==> src/rtl/seq_cla_addsub_if.sv <==
// Operand/result handshake bundle for the sequential CLA adder/subtractor.
// The producer/consumer side uses master; the arithmetic block uses slave.
interface seq_cla_addsub_if #(
    parameter int unsigned WIDTH = 16
);
    logic             in_valid;
    logic             in_ready;
    logic [WIDTH-1:0] a;
    logic [WIDTH-1:0] b;
    logic             sub;
    logic             cin;
    logic             out_valid;
    logic             out_ready;
    logic [WIDTH-1:0] result;
    logic             cout;
    logic             overflow;

    modport master (
        output in_valid, a, b, sub, cin, out_ready,
        input  in_ready, out_valid, result, cout, overflow
    );

    modport slave (
        input  in_valid, a, b, sub, cin, out_ready,
        output in_ready, out_valid, result, cout, overflow
    );
endinterface

==> src/rtl/seq_cla_addsub.sv <==
// Multi-cycle WIDTH-bit adder/subtractor: one SLICE-bit carry-lookahead slice per clock,
// with the slice carry registered between cycles. valid/ready on both sides.
module seq_cla_addsub #(
    parameter int unsigned WIDTH = 16,
    parameter int unsigned SLICE = 4
) (
    input  logic              clk,
    input  logic              rst_n,
    seq_cla_addsub_if.slave   io_bus
);
    localparam int unsigned NSLICE = WIDTH / SLICE;
    localparam int unsigned IDX_W  = (NSLICE > 1) ? $clog2(NSLICE) : 1;
    localparam int unsigned BASE_W = (WIDTH > 1) ? $clog2(WIDTH) : 1;

    if (WIDTH % SLICE != 0) begin : g_param_check
        $error("seq_cla_addsub: WIDTH must be an integer multiple of SLICE");
    end

    typedef enum logic [1:0] {
        S_IDLE = 2'd0,
        S_CALC = 2'd1,
        S_DONE = 2'd2
    } state_t;

    state_t             r_state;
    state_t             w_state_nxt;
    logic               r_in_ready;
    logic               r_out_valid;
    logic [IDX_W-1:0]   r_idx;
    logic               r_carry;
    logic [WIDTH-1:0]   r_a;
    logic [WIDTH-1:0]   r_b;
    logic [WIDTH-1:0]   r_result;
    logic               r_cout;
    logic               r_overflow;

    logic [BASE_W-1:0]  w_base;
    logic [SLICE-1:0]   w_sa;
    logic [SLICE-1:0]   w_sb;
    logic [SLICE-1:0]   w_g;
    logic [SLICE-1:0]   w_p;
    logic [SLICE:0]     w_c;
    logic [SLICE-1:0]   w_sum;
    logic               w_last;

    assign w_base = BASE_W'(r_idx) * BASE_W'(SLICE);
    assign w_sa   = SLICE'(r_a >> w_base);
    assign w_sb   = SLICE'(r_b >> w_base);
    assign w_last = (r_idx == IDX_W'(NSLICE - 1));

    // Lookahead carries: each c[i+1] is expanded into its sum-of-products form.
    always_comb begin
        logic acc;
        logic prod;
        acc    = 1'b0;
        prod   = 1'b0;
        w_g    = w_sa & w_sb;
        w_p    = w_sa ^ w_sb;
        w_c    = '0;
        w_c[0] = r_carry;
        for (int i = 0; i < int'(SLICE); i++) begin
            acc  = w_g[i];
            prod = w_p[i];
            for (int j = i - 1; j >= 0; j--) begin
                acc  = acc | (prod & w_g[j]);
                prod = prod & w_p[j];
            end
            w_c[i+1] = acc | (prod & r_carry);
        end
        w_sum = w_p ^ w_c[SLICE-1:0];
    end

    always_comb begin
        w_state_nxt = r_state;
        case (r_state)
            S_IDLE:  if (io_bus.in_valid)  w_state_nxt = S_CALC;
            S_CALC:  if (w_last)           w_state_nxt = S_DONE;
            S_DONE:  if (io_bus.out_ready) w_state_nxt = S_IDLE;
            default:                       w_state_nxt = S_IDLE;
        endcase
    end

    // Handshake flags are registered from the next state so they line up with it.
    always_ff @(posedge clk) begin
        if (!rst_n) begin
            r_state     <= S_IDLE;
            r_in_ready  <= 1'b1;
            r_out_valid <= 1'b0;
        end else begin
            r_state     <= w_state_nxt;
            r_in_ready  <= (w_state_nxt == S_IDLE);
            r_out_valid <= (w_state_nxt == S_DONE);
        end
    end

    always_ff @(posedge clk) begin
        if (!rst_n) begin
            r_idx      <= '0;
            r_carry    <= 1'b0;
            r_a        <= '0;
            r_b        <= '0;
            r_result   <= '0;
            r_cout     <= 1'b0;
            r_overflow <= 1'b0;
        end else begin
            case (r_state)
                S_IDLE: begin
                    if (io_bus.in_valid) begin
                        // Subtraction is a + ~b + ~borrow_in.
                        r_a     <= io_bus.a;
                        r_b     <= io_bus.sub ? ~io_bus.b : io_bus.b;
                        r_carry <= io_bus.sub ? ~io_bus.cin : io_bus.cin;
                        r_idx   <= '0;
                    end
                end
                S_CALC: begin
                    r_result[w_base +: SLICE] <= w_sum;
                    r_carry                   <= w_c[SLICE];
                    r_idx                     <= r_idx + IDX_W'(1);
                    if (w_last) begin
                        r_cout     <= w_c[SLICE];
                        r_overflow <= w_c[SLICE] ^ w_c[SLICE-1];
                    end
                end
                default: ;
            endcase
        end
    end

    assign io_bus.in_ready  = r_in_ready;
    assign io_bus.out_valid = r_out_valid;
    assign io_bus.result    = r_result;
    assign io_bus.cout      = r_cout;
    assign io_bus.overflow  = r_overflow;
endmodule

==> src/flat_wrapper.sv <==
// flat-port wrapper written by rule: the top's interface ports become plain ports
module seq_cla_addsub_flat 
#(
    parameter int unsigned WIDTH = 16,
    parameter int unsigned SLICE = 4
)
  (clk, rst_n, io_bus_in_valid, io_bus_a, io_bus_b, io_bus_sub, io_bus_cin, io_bus_out_ready, io_bus_in_ready, io_bus_out_valid, io_bus_result, io_bus_cout, io_bus_overflow);
  seq_cla_addsub_if #(.WIDTH(WIDTH)) io_bus_i ();
  input  logic clk;
  input  logic rst_n;
  input wire logic [$bits(io_bus_i.in_valid)-1:0] io_bus_in_valid;
  input wire logic [$bits(io_bus_i.a)-1:0] io_bus_a;
  input wire logic [$bits(io_bus_i.b)-1:0] io_bus_b;
  input wire logic [$bits(io_bus_i.sub)-1:0] io_bus_sub;
  input wire logic [$bits(io_bus_i.cin)-1:0] io_bus_cin;
  input wire logic [$bits(io_bus_i.out_ready)-1:0] io_bus_out_ready;
  output wire logic [$bits(io_bus_i.in_ready)-1:0] io_bus_in_ready;
  output wire logic [$bits(io_bus_i.out_valid)-1:0] io_bus_out_valid;
  output wire logic [$bits(io_bus_i.result)-1:0] io_bus_result;
  output wire logic [$bits(io_bus_i.cout)-1:0] io_bus_cout;
  output wire logic [$bits(io_bus_i.overflow)-1:0] io_bus_overflow;
  assign io_bus_i.in_valid = io_bus_in_valid;
  assign io_bus_i.a = io_bus_a;
  assign io_bus_i.b = io_bus_b;
  assign io_bus_i.sub = io_bus_sub;
  assign io_bus_i.cin = io_bus_cin;
  assign io_bus_i.out_ready = io_bus_out_ready;
  assign io_bus_in_ready = io_bus_i.in_ready;
  assign io_bus_out_valid = io_bus_i.out_valid;
  assign io_bus_result = io_bus_i.result;
  assign io_bus_cout = io_bus_i.cout;
  assign io_bus_overflow = io_bus_i.overflow;
  seq_cla_addsub #(.WIDTH(WIDTH), .SLICE(SLICE)) u_core (.clk(clk), .rst_n(rst_n), .io_bus(io_bus_i));
endmodule
==> config.mk <==
export PLATFORM = sky130hd
export DESIGN_NAME = seq_cla_addsub_flat
export DESIGN_NICKNAME = d
export VERILOG_FILES = /design/src/rtl/seq_cla_addsub_if.sv /design/src/rtl/seq_cla_addsub.sv /design/src/flat_wrapper.sv
export SDC_FILE = /design/constraint.sdc
export NUM_CORES = 1
export LEC_CHECK = 0
export CAP_MARGIN = 30
export CELL_PAD_IN_SITES_DETAIL_PLACEMENT = 0
export CELL_PAD_IN_SITES_GLOBAL_PLACEMENT = 1
export CORE_AREA = 5 5 91 93
export CTS_CLUSTER_DIAMETER = 40
export DETAILED_ROUTE_END_ITERATION = 16
export DIE_AREA = 0 0 96 98
export PLACE_DENSITY_LB_ADDON = 0.1
export SLEW_MARGIN = 20
export SYNTH_ARGS = -nofsm -noshare
export SYNTH_HDL_FRONTEND = slang
export SYNTH_SLANG_ARGS = --single-unit
==> constraint.sdc <==
create_clock -name clk -period 2.9 [get_ports clk]
set_input_delay 0.29 -clock clk [delete_from_list [all_inputs] [get_ports clk]]
set_output_delay 0.29 -clock clk [all_outputs]
set_load 0.02 [all_outputs]
==> impl_metrics.toml, run 1 <==
[pwr]
combPwrFrac_pct = 17.2
peakVddDrop_v = 0.000297
internal_power_mw = 1.34
sequentialPowerShare_pct = 47.1
netSwitchingFraction_pct = 26.2
p_sw_uw = 475
share_clk_of_total_power_pct = 35.7
static-leakage-power_nw = 1.49
cell_pwr_density_nw_per_um2 = 503

[worst_setup_path]
critPathCapture = "u_core.io_bus.result[7]$_SDFFE_PN0P_"
highest_fanout_seen_on_the_critical_path = 7
max_stage_delay_ns = 0.54
r2r-end = "u_core.io_bus.result[7]$_SDFFE_PN0P_"
timing.critical_path.from_type = "flop"
rr_worst_depth = 7
worstPathCellList = "buf_4 > mux4_2 > ha_1 > a211oi_2 > o21bai_1 > xnor2_1 > o21ai_1"
r2r_setup_slack_ns = 0.30
timing.critical_path.required_ns = 3.11
critPathLaunch = "u_core.r_idx[0]$_SDFFE_PN0P_"
endpoint_kind = "flop"
worstPathArrival_ns = 2.81
worst_path_max_delay_cell = "sky130_fd_sc_hd__dfxtp_1"
timing.rr.start = "u_core.r_idx[0]$_SDFFE_PN0P_"
criticalPathCategory = "reg -> reg"

[cells_and_area]
count_of_antenna_diodes_in_the_layout = 0
fin_util_pct = 48.5
fin_cells = 435
layout_common_cells = "sky130_fd_sc_hd__clkdlybuf4s50_1, sky130_fd_sc_hd__dfxtp_1, sky130_fd_sc_hd__nand2_1"
finish.instance_area_um2 = 3610
layout-drive-gt1-share_pct = 11.4
design.final.nets = 377
num-fill-cells = 722
syn2layout_area_growth_pct = 29.2

[global_routing]
grt_first_pass_wirelength_um = 9660
total_congestion_overflow = 0
grt_start_max_net_pins = 49
first_global_vias = 2010
antenna_violations_before_repair = 0
grt.total_usage_pct = 13.2

[timing]
finalSetupTns_ns = 0
worst_clock_skew_ns = 0.00771
grt_setup_unrepaired = "no"
setup_viol_count_final = 0
holdWs_ns = 0.453
period_share_pct = 89.7
slew_viol_final = 0
worst_slew_margin_rel_pct = 62.6
timing_hold_violations_final = 0
tightestPinTransition_ns = 0.559
maximum_operating_frequency_ghz = 0.385
layout_min_cycle_time_ns = 2.60

[place]
placement.cell_area_um2 = 3440
dp.cells = 419
place_congestion = 0.768
io_buffers = 57
post_detail_place_hpwl_um = 4430

[synth]
yosys.area_share.simple_pct = 18.6
synth_edf_count = 0
synth.top_cell.area_share_pct = 40.8
post_synthesis_net_count = 322
number_of_different_library_cells_in_the_post_synthesis_netlist = 40
ys_async_sr_fraction_pct = 0
synthXorXnorAreaFrac_pct = 5.96
netlist.top_cell.by_area = "sky130_fd_sc_hd__dfxtp_1"
synthAdderAreaFrac_pct = 5.19
ys_seq_area_share_pct = 40.8
synth_seq_cells = 57
yosysWarningCount = 0
synthesized_area_fraction_occupied_by_ao_oa_aoi_and_oai_cells_pct = 18.0
syn_avg_cell_area_um2 = 10.2
main_combinational_cell_family_by_area_after_synthesis = "simple AND/OR/NAND/NOR gates"
netlist_instances = 273
synth.top_cells.by_area = "sky130_fd_sc_hd__dfxtp_1, sky130_fd_sc_hd__nand2_1, sky130_fd_sc_hd__mux4_2, sky130_fd_sc_hd__o211a_1, sky130_fd_sc_hd__xnor2_1"
synthMuxAreaShare_pct = 7.17
synth_area_um2 = 2790
synthFlopType = "sky130_fd_sc_hd__dfxtp_1"

[floorplanning]
core_um2 = 7450
placement_rows = 32
die-height_um = 98
die_area_um2 = 9410
floorplan.initialDensity_pct = 37.5
floorplan.die.width_um = 96
boundaryPins = 58

[clocking]
cts_max_path_buffers = 2
cts-resized-gates = 0
cts_num_sinks = 57
h-tree-depth = 3
cts_tree = "done"
ctsRootBufferMaster = "sky130_fd_sc_hd__clkbuf_8"
clock_latency_ns = 0.34
post-cts-setup-buffer-count = 0
cts_hold_repair.buffers = 0
cts_inserted_buffers = 9
clkTransAtPathRegs_ns = 0.07

[route]
drt_iter0_drc = 58
dr_total_vias = 2102
drt-total-wl_um = 5920
wire_per_inst_um = 13.6
drtAntennaViolNets = 0
detail_route.first_pass.iterations = 4
post_drt_via_cell_ratio = 4.83
drcViolationCount = 0

[run_status]
status = "finished clean"

[worst_hold_path]
hold_path_class = "reg -> reg"

[run]
reported_max_cap_violation_count = 0
critical path, delay by kind of cell (launching register included):
| kind | cells | cell delay [ns] |
|---|---|---|
| buf+inv | 1 | 0.25 |
| compound gates | 3 | 0.56 |
| fa+ha+maj | 1 | 0.25 |
| mux | 1 | 0.51 |
| flops | 1 | 0.54 |
| xor+xnor | 1 | 0.36 |
synth_stat cells (all sizes together), types with 3 or more instances:
cell type and instances:
nand2 55, a22oi 8, a21oi 4, ha 10, o211a 17, inv 3
mux4 8, nor2b 12, nand3b 4, nor4b 3, dfxtp 57, o21ai 8
buf 12, clkbuf 6, a21boi 17, nor2 6, xnor2 17, a32oi 4
nand3 4
routing by layer:
metal	vias up	global-route usage [%]	share of wire [%]	routed length (um)
met2	47	19.9	46	2710
met3	6	5.08	5.5	325
met5	-	0	0	0
met4	0	4.27	1.1	68
li1	1077	-	-	-
met1	972	17.4	48	2820
cell type report:
cell class | count | area [um^2] | area share (%)
multi-input combinational | 195 | 1540 | 42.5
tap | 102 | 128 | 3.54
timing repair buffer | 62 | 621 | 17.2
sequential | 57 | 1140 | 31.6
clock inverter | 3 | 15.0 | 0.416
inverter | 3 | 11.3 | 0.312
clock buffer | 13 | 159 | 4.40
sequential cells by signal, summed over array words and instances, names as in the netlist:
| name | cells |
|---|---|
| u_core.io_bus.result | 16 |
| u_core.r_a | 16 |
| u_core.r_b | 16 |
| u_core.r_idx | 2 |
| u_core.r_state | 2 |
| u_core.io_bus.cout | 1 |
| u_core.io_bus.in_ready | 1 |
| u_core.io_bus.out_valid | 1 |
| u_core.io_bus.overflow | 1 |
| u_core.r_carry | 1 |
power groups by stage:
stage,Sequential (mW),Combinational (mW),Clock [mW]
finish,0.854,0.312,0.648
global route,0.858,0.344,0.712
floorplan,0.863,0.214,0
detailed placement,0.871,0.318,0
global placement,0.872,0.315,0
CTS,0.854,0.319,0.676
how the worst min path moves through the flow:
stage	to	startpoint	depth (start not counted)	slack (ns)
finish	u_core.r_a[2]$_SDFFE_PN0P_	u_core.r_a[2]$_SDFFE_PN0P_	2	0.45
global route	u_core.r_a[9]$_SDFFE_PN0P_	u_core.r_a[9]$_SDFFE_PN0P_	2	0.47
CTS	u_core.r_a[2]$_SDFFE_PN0P_	u_core.r_a[2]$_SDFFE_PN0P_	2	0.46
detailed placement	u_core.r_a[2]$_SDFFE_PN0P_	u_core.r_a[2]$_SDFFE_PN0P_	2	0.45
global placement	u_core.r_a[11]$_SDFFE_PN0P_	u_core.r_a[11]$_SDFFE_PN0P_	2	0.44
floorplan	u_core.r_a[0]$_SDFFE_PN0P_	io_bus_a[0]	2	0.42
kinds of logic (layout without fill, tap and decap cells):
kind of cell,count (synthesis),count (layout)
multiplexers,10,10
AND/OR/NAND/NOR,91,91
AO/OA/AOI/OAI,64,64
flip-flops,57,57
XOR/XNOR,19,19
adder cells (fa/ha/maj),11,11
buffers and inverters,21,81
stage by stage:
step                      total power, mW  setup slack (ns)
after global placement               1.19             0.406
after detailed placement             1.19             0.264
after CTS                            1.85             0.260
after global routing                 1.91            0.0416
after floorplan                      1.08             0.427
final                                1.81             0.300
(Power assumes the default switching activity.)
==> run 2: changes to the inputs <==
--- a/config.mk
+++ b/config.mk
@@ -5,13 +5,14 @@
 export SDC_FILE = /design/constraint.sdc
 export NUM_CORES = 1
 export LEC_CHECK = 0
+export ABC_CLOCK_PERIOD_IN_PS = 3000
 export CAP_MARGIN = 30
 export CELL_PAD_IN_SITES_DETAIL_PLACEMENT = 0
 export CELL_PAD_IN_SITES_GLOBAL_PLACEMENT = 1
-export CORE_AREA = 5 5 91 93
+export CORE_AREA = 5 5 68 116
 export CTS_CLUSTER_DIAMETER = 40
 export DETAILED_ROUTE_END_ITERATION = 16
-export DIE_AREA = 0 0 96 98
+export DIE_AREA = 0 0 73 121
 export PLACE_DENSITY_LB_ADDON = 0.1
 export SLEW_MARGIN = 20
 export SYNTH_ARGS = -nofsm -noshare
==> constraint.sdc (replaced) <==
create_clock -name clk -period 3 [get_ports clk]
set_input_delay 0.3 -clock clk [delete_from_list [all_inputs] [get_ports clk]]
set_output_delay 0.3 -clock clk [all_outputs]
set_load 0.02 [all_outputs]
==> run 2 against run 1 <==
  * Cell count fell by 5.1%
  * Worst hold slack got worse by 0.0044 ns
  * Die area fell by 6.1%
  * First-iteration DRC count rose by 120%
  * Sequential share of layout area fell by 0.57 points
  * Via count rose by 2.3%
  * Clock skew fell by 0.0027 ns
  * Global-route usage rose by 2.6 points
  * Routed wire length rose by 7.1%
  * Clock power rose by 42%
  * Non-clock buffer count fell by 1
  * Critical endpoint is now u_core.io_bus.result[3]$_SDFFE_PN0P_
  * Sequential power fell by 3.2%
==> impl_metrics.toml, run 2 (synthesis gave the netlist of run 1 again) <==
[floorplanning]
placement_rows = 40
boundaryPins = 58
floorplan.die.width_um = 73
die_area_um2 = 8830
floorplan.initialDensity_pct = 41.0
core_um2 = 6810
die-height_um = 121

[place]
io_buffers = 57
pre_cts_ws_ns = 0.569
post_detail_place_hpwl_um = 4650
place_congestion = 0.799

[worst_setup_path]
critPathCapture = "u_core.io_bus.result[3]$_SDFFE_PN0P_"
timing.critical_path.required_ns = 3.20
timing.critical_path.from_type = "flop"
critPathBufInv = 0
rr_worst_depth = 6
r2r_setup_slack_ns = 0.58
critical_path_cell_count = 6
max_stage_delay_ns = 0.64
highest_fanout_seen_on_the_critical_path = 13
timing.rr.start = "u_core.r_idx[1]$_SDFFE_PN0P_"
worstPathArrival_ns = 2.63
worstPathCellList = "mux4_2 > ha_1 > a211oi_2 > o21bai_1 > xnor2_1 > o21ai_1"
worst_path_max_delay_cell = "sky130_fd_sc_hd__dfxtp_1"
criticalPathCategory = "reg -> reg"
r2r-end = "u_core.io_bus.result[3]$_SDFFE_PN0P_"
path_delay_family = "flip-flops"
endpoint_kind = "flop"
critPathLaunch = "u_core.r_idx[1]$_SDFFE_PN0P_"

[clocking]
cts_num_sinks = 57
clock_latency_ns = 0.32
h-tree-depth = 3
cts_max_path_buffers = 2
cts_tree = "done"
cts_hold_repair.buffers = 0
cts-resized-gates = 0
post-cts-setup-buffer-count = 0
clkTransAtPathRegs_ns = 0.05
cts_inserted_buffers = 9
ctsRootBufferMaster = "sky130_fd_sc_hd__clkbuf_16"

[pwr]
design_power_mw = 2.05
static-leakage-power_nw = 1.52
cell_pwr_density_nw_per_um2 = 558
peakVddDrop_v = 0.000430

[route]
detail_route.first_pass.iterations = 5
drt_iter0_drc = 125
drcViolationCount = 0
drt-total-wl_um = 6340
wire_per_inst_um = 15.3
drtAntennaViolNets = 0
post_drt_via_cell_ratio = 5.21
dr_total_vias = 2151

[timing]
timing.final.ws_setup_ns = 0.576
slew_viol_final = 0
timing_hold_violations_final = 0
period_share_pct = 80.8
maximum_operating_frequency_ghz = 0.412
setup_viol_count_final = 0
holdWs_ns = 0.448
tightestPinTransition_ns = 0.794
finalSetupTns_ns = 0
worst_clock_skew_ns = 0.00505
grt_setup_unrepaired = "no"
worst_slew_margin_rel_pct = 46.9
layout_min_cycle_time_ns = 2.42

[run]
reported_max_cap_violation_count = 0

[global_routing]
grt.total_usage_pct = 15.8
grt_first_pass_wirelength_um = 10400
first_global_vias = 2162
antenna_violations_before_repair = 0
grt.busiest_layer = "met2"
total_congestion_overflow = 0
use_met3_pct = 3.15
groute.layer.met1.usage_pct = 15.6
grt_start_max_net_pins = 49
grt_util_met2_pct = 28.3

[cells_and_area]
num-fill-cells = 675
layout_common_cells = "sky130_fd_sc_hd__clkdlybuf4s50_1, sky130_fd_sc_hd__dfxtp_1, sky130_fd_sc_hd__nand2_1"
count_of_antenna_diodes_in_the_layout = 0
design.final.nets = 376
layout-drive-gt1-share_pct = 10.6
syn2layout_area_growth_pct = 31.6

[worst_hold_path]
hold_path_stages = 2
hold_path_class = "reg -> reg"

[run_status]
status = "finished clean"
run 2: cell count changes in the layout (fill, tap and decap cells not counted):
cell                        delta
sky130_fd_sc_hd__buf_4         -1
sky130_fd_sc_hd__clkbuf_1      -1
sky130_fd_sc_hd__clkbuf_8      -8
sky130_fd_sc_hd__clkbuf_16     +9
sky130_fd_sc_hd__clkinv_2      -3
run 2: final cells by class:
cell class                 instances  area [um^2]  share of cell area (%)
timing repair buffer              61          613                    16.7
clock buffer                      13          270                    7.35
multi-input combinational        195         1540                    41.8
sequential                        57         1140                    31.0
tap                               84          105                    2.86
inverter                           3         11.3                   0.306
run 2: power by group:
part	internal, mW	switching, mW	total [mW]
registers	0.799	0.0284	0.827
clock network	0.609	0.311	0.920
logic	0.158	0.146	0.304
run 2: stage by stage:
step | std cells | area [um^2] | util [%]
final | 413 | 3680 | 54.0
after global routing | 413 | 3680 | 54.0
after CTS | 413 | 3680 | 54.0
after detailed placement | 400 | 3410 | 50.0
after global placement | 400 | 3410 | 50.0
after floorplan | 273 | 2790 | -
run 2: worst min path at each step:
| stage | start | endpoint | slack (ns) |
|---|---|---|---|
| after floorplan | u_core.r_a[10]$_SDFFE_PN0P_ | u_core.r_a[10]$_SDFFE_PN0P_ | 0.43 |
| after global placement | u_core.r_a[14]$_SDFFE_PN0P_ | u_core.r_a[14]$_SDFFE_PN0P_ | 0.45 |
| after detailed placement | u_core.r_a[10]$_SDFFE_PN0P_ | u_core.r_a[10]$_SDFFE_PN0P_ | 0.45 |
| after CTS | u_core.r_a[10]$_SDFFE_PN0P_ | u_core.r_a[10]$_SDFFE_PN0P_ | 0.45 |
| after global routing | u_core.io_bus.result[15]$_SDFFE_PN0P_ | u_core.io_bus.result[15]$_SDFFE_PN0P_ | 0.48 |
| final | u_core.r_a[10]$_SDFFE_PN0P_ | u_core.r_a[10]$_SDFFE_PN0P_ | 0.45 |
run 2: worst register-to-register path, delay by kind of cell, from the launching register on:
family                   cells  cell delay (ns)
AO/OA/AOI/OAI                3             0.58
XOR/XNOR                     1             0.33
adder cells (fa/ha/maj)      1             0.33
flip-flops                   1             0.64
multiplexers                 1             0.43
run 2: per-layer routing:
layer  vias up  wire length (um)
li1       1072                 -
met2        50              3550
met4         0               194
met3        13               255
met5         -                 0
met1      1016              2340
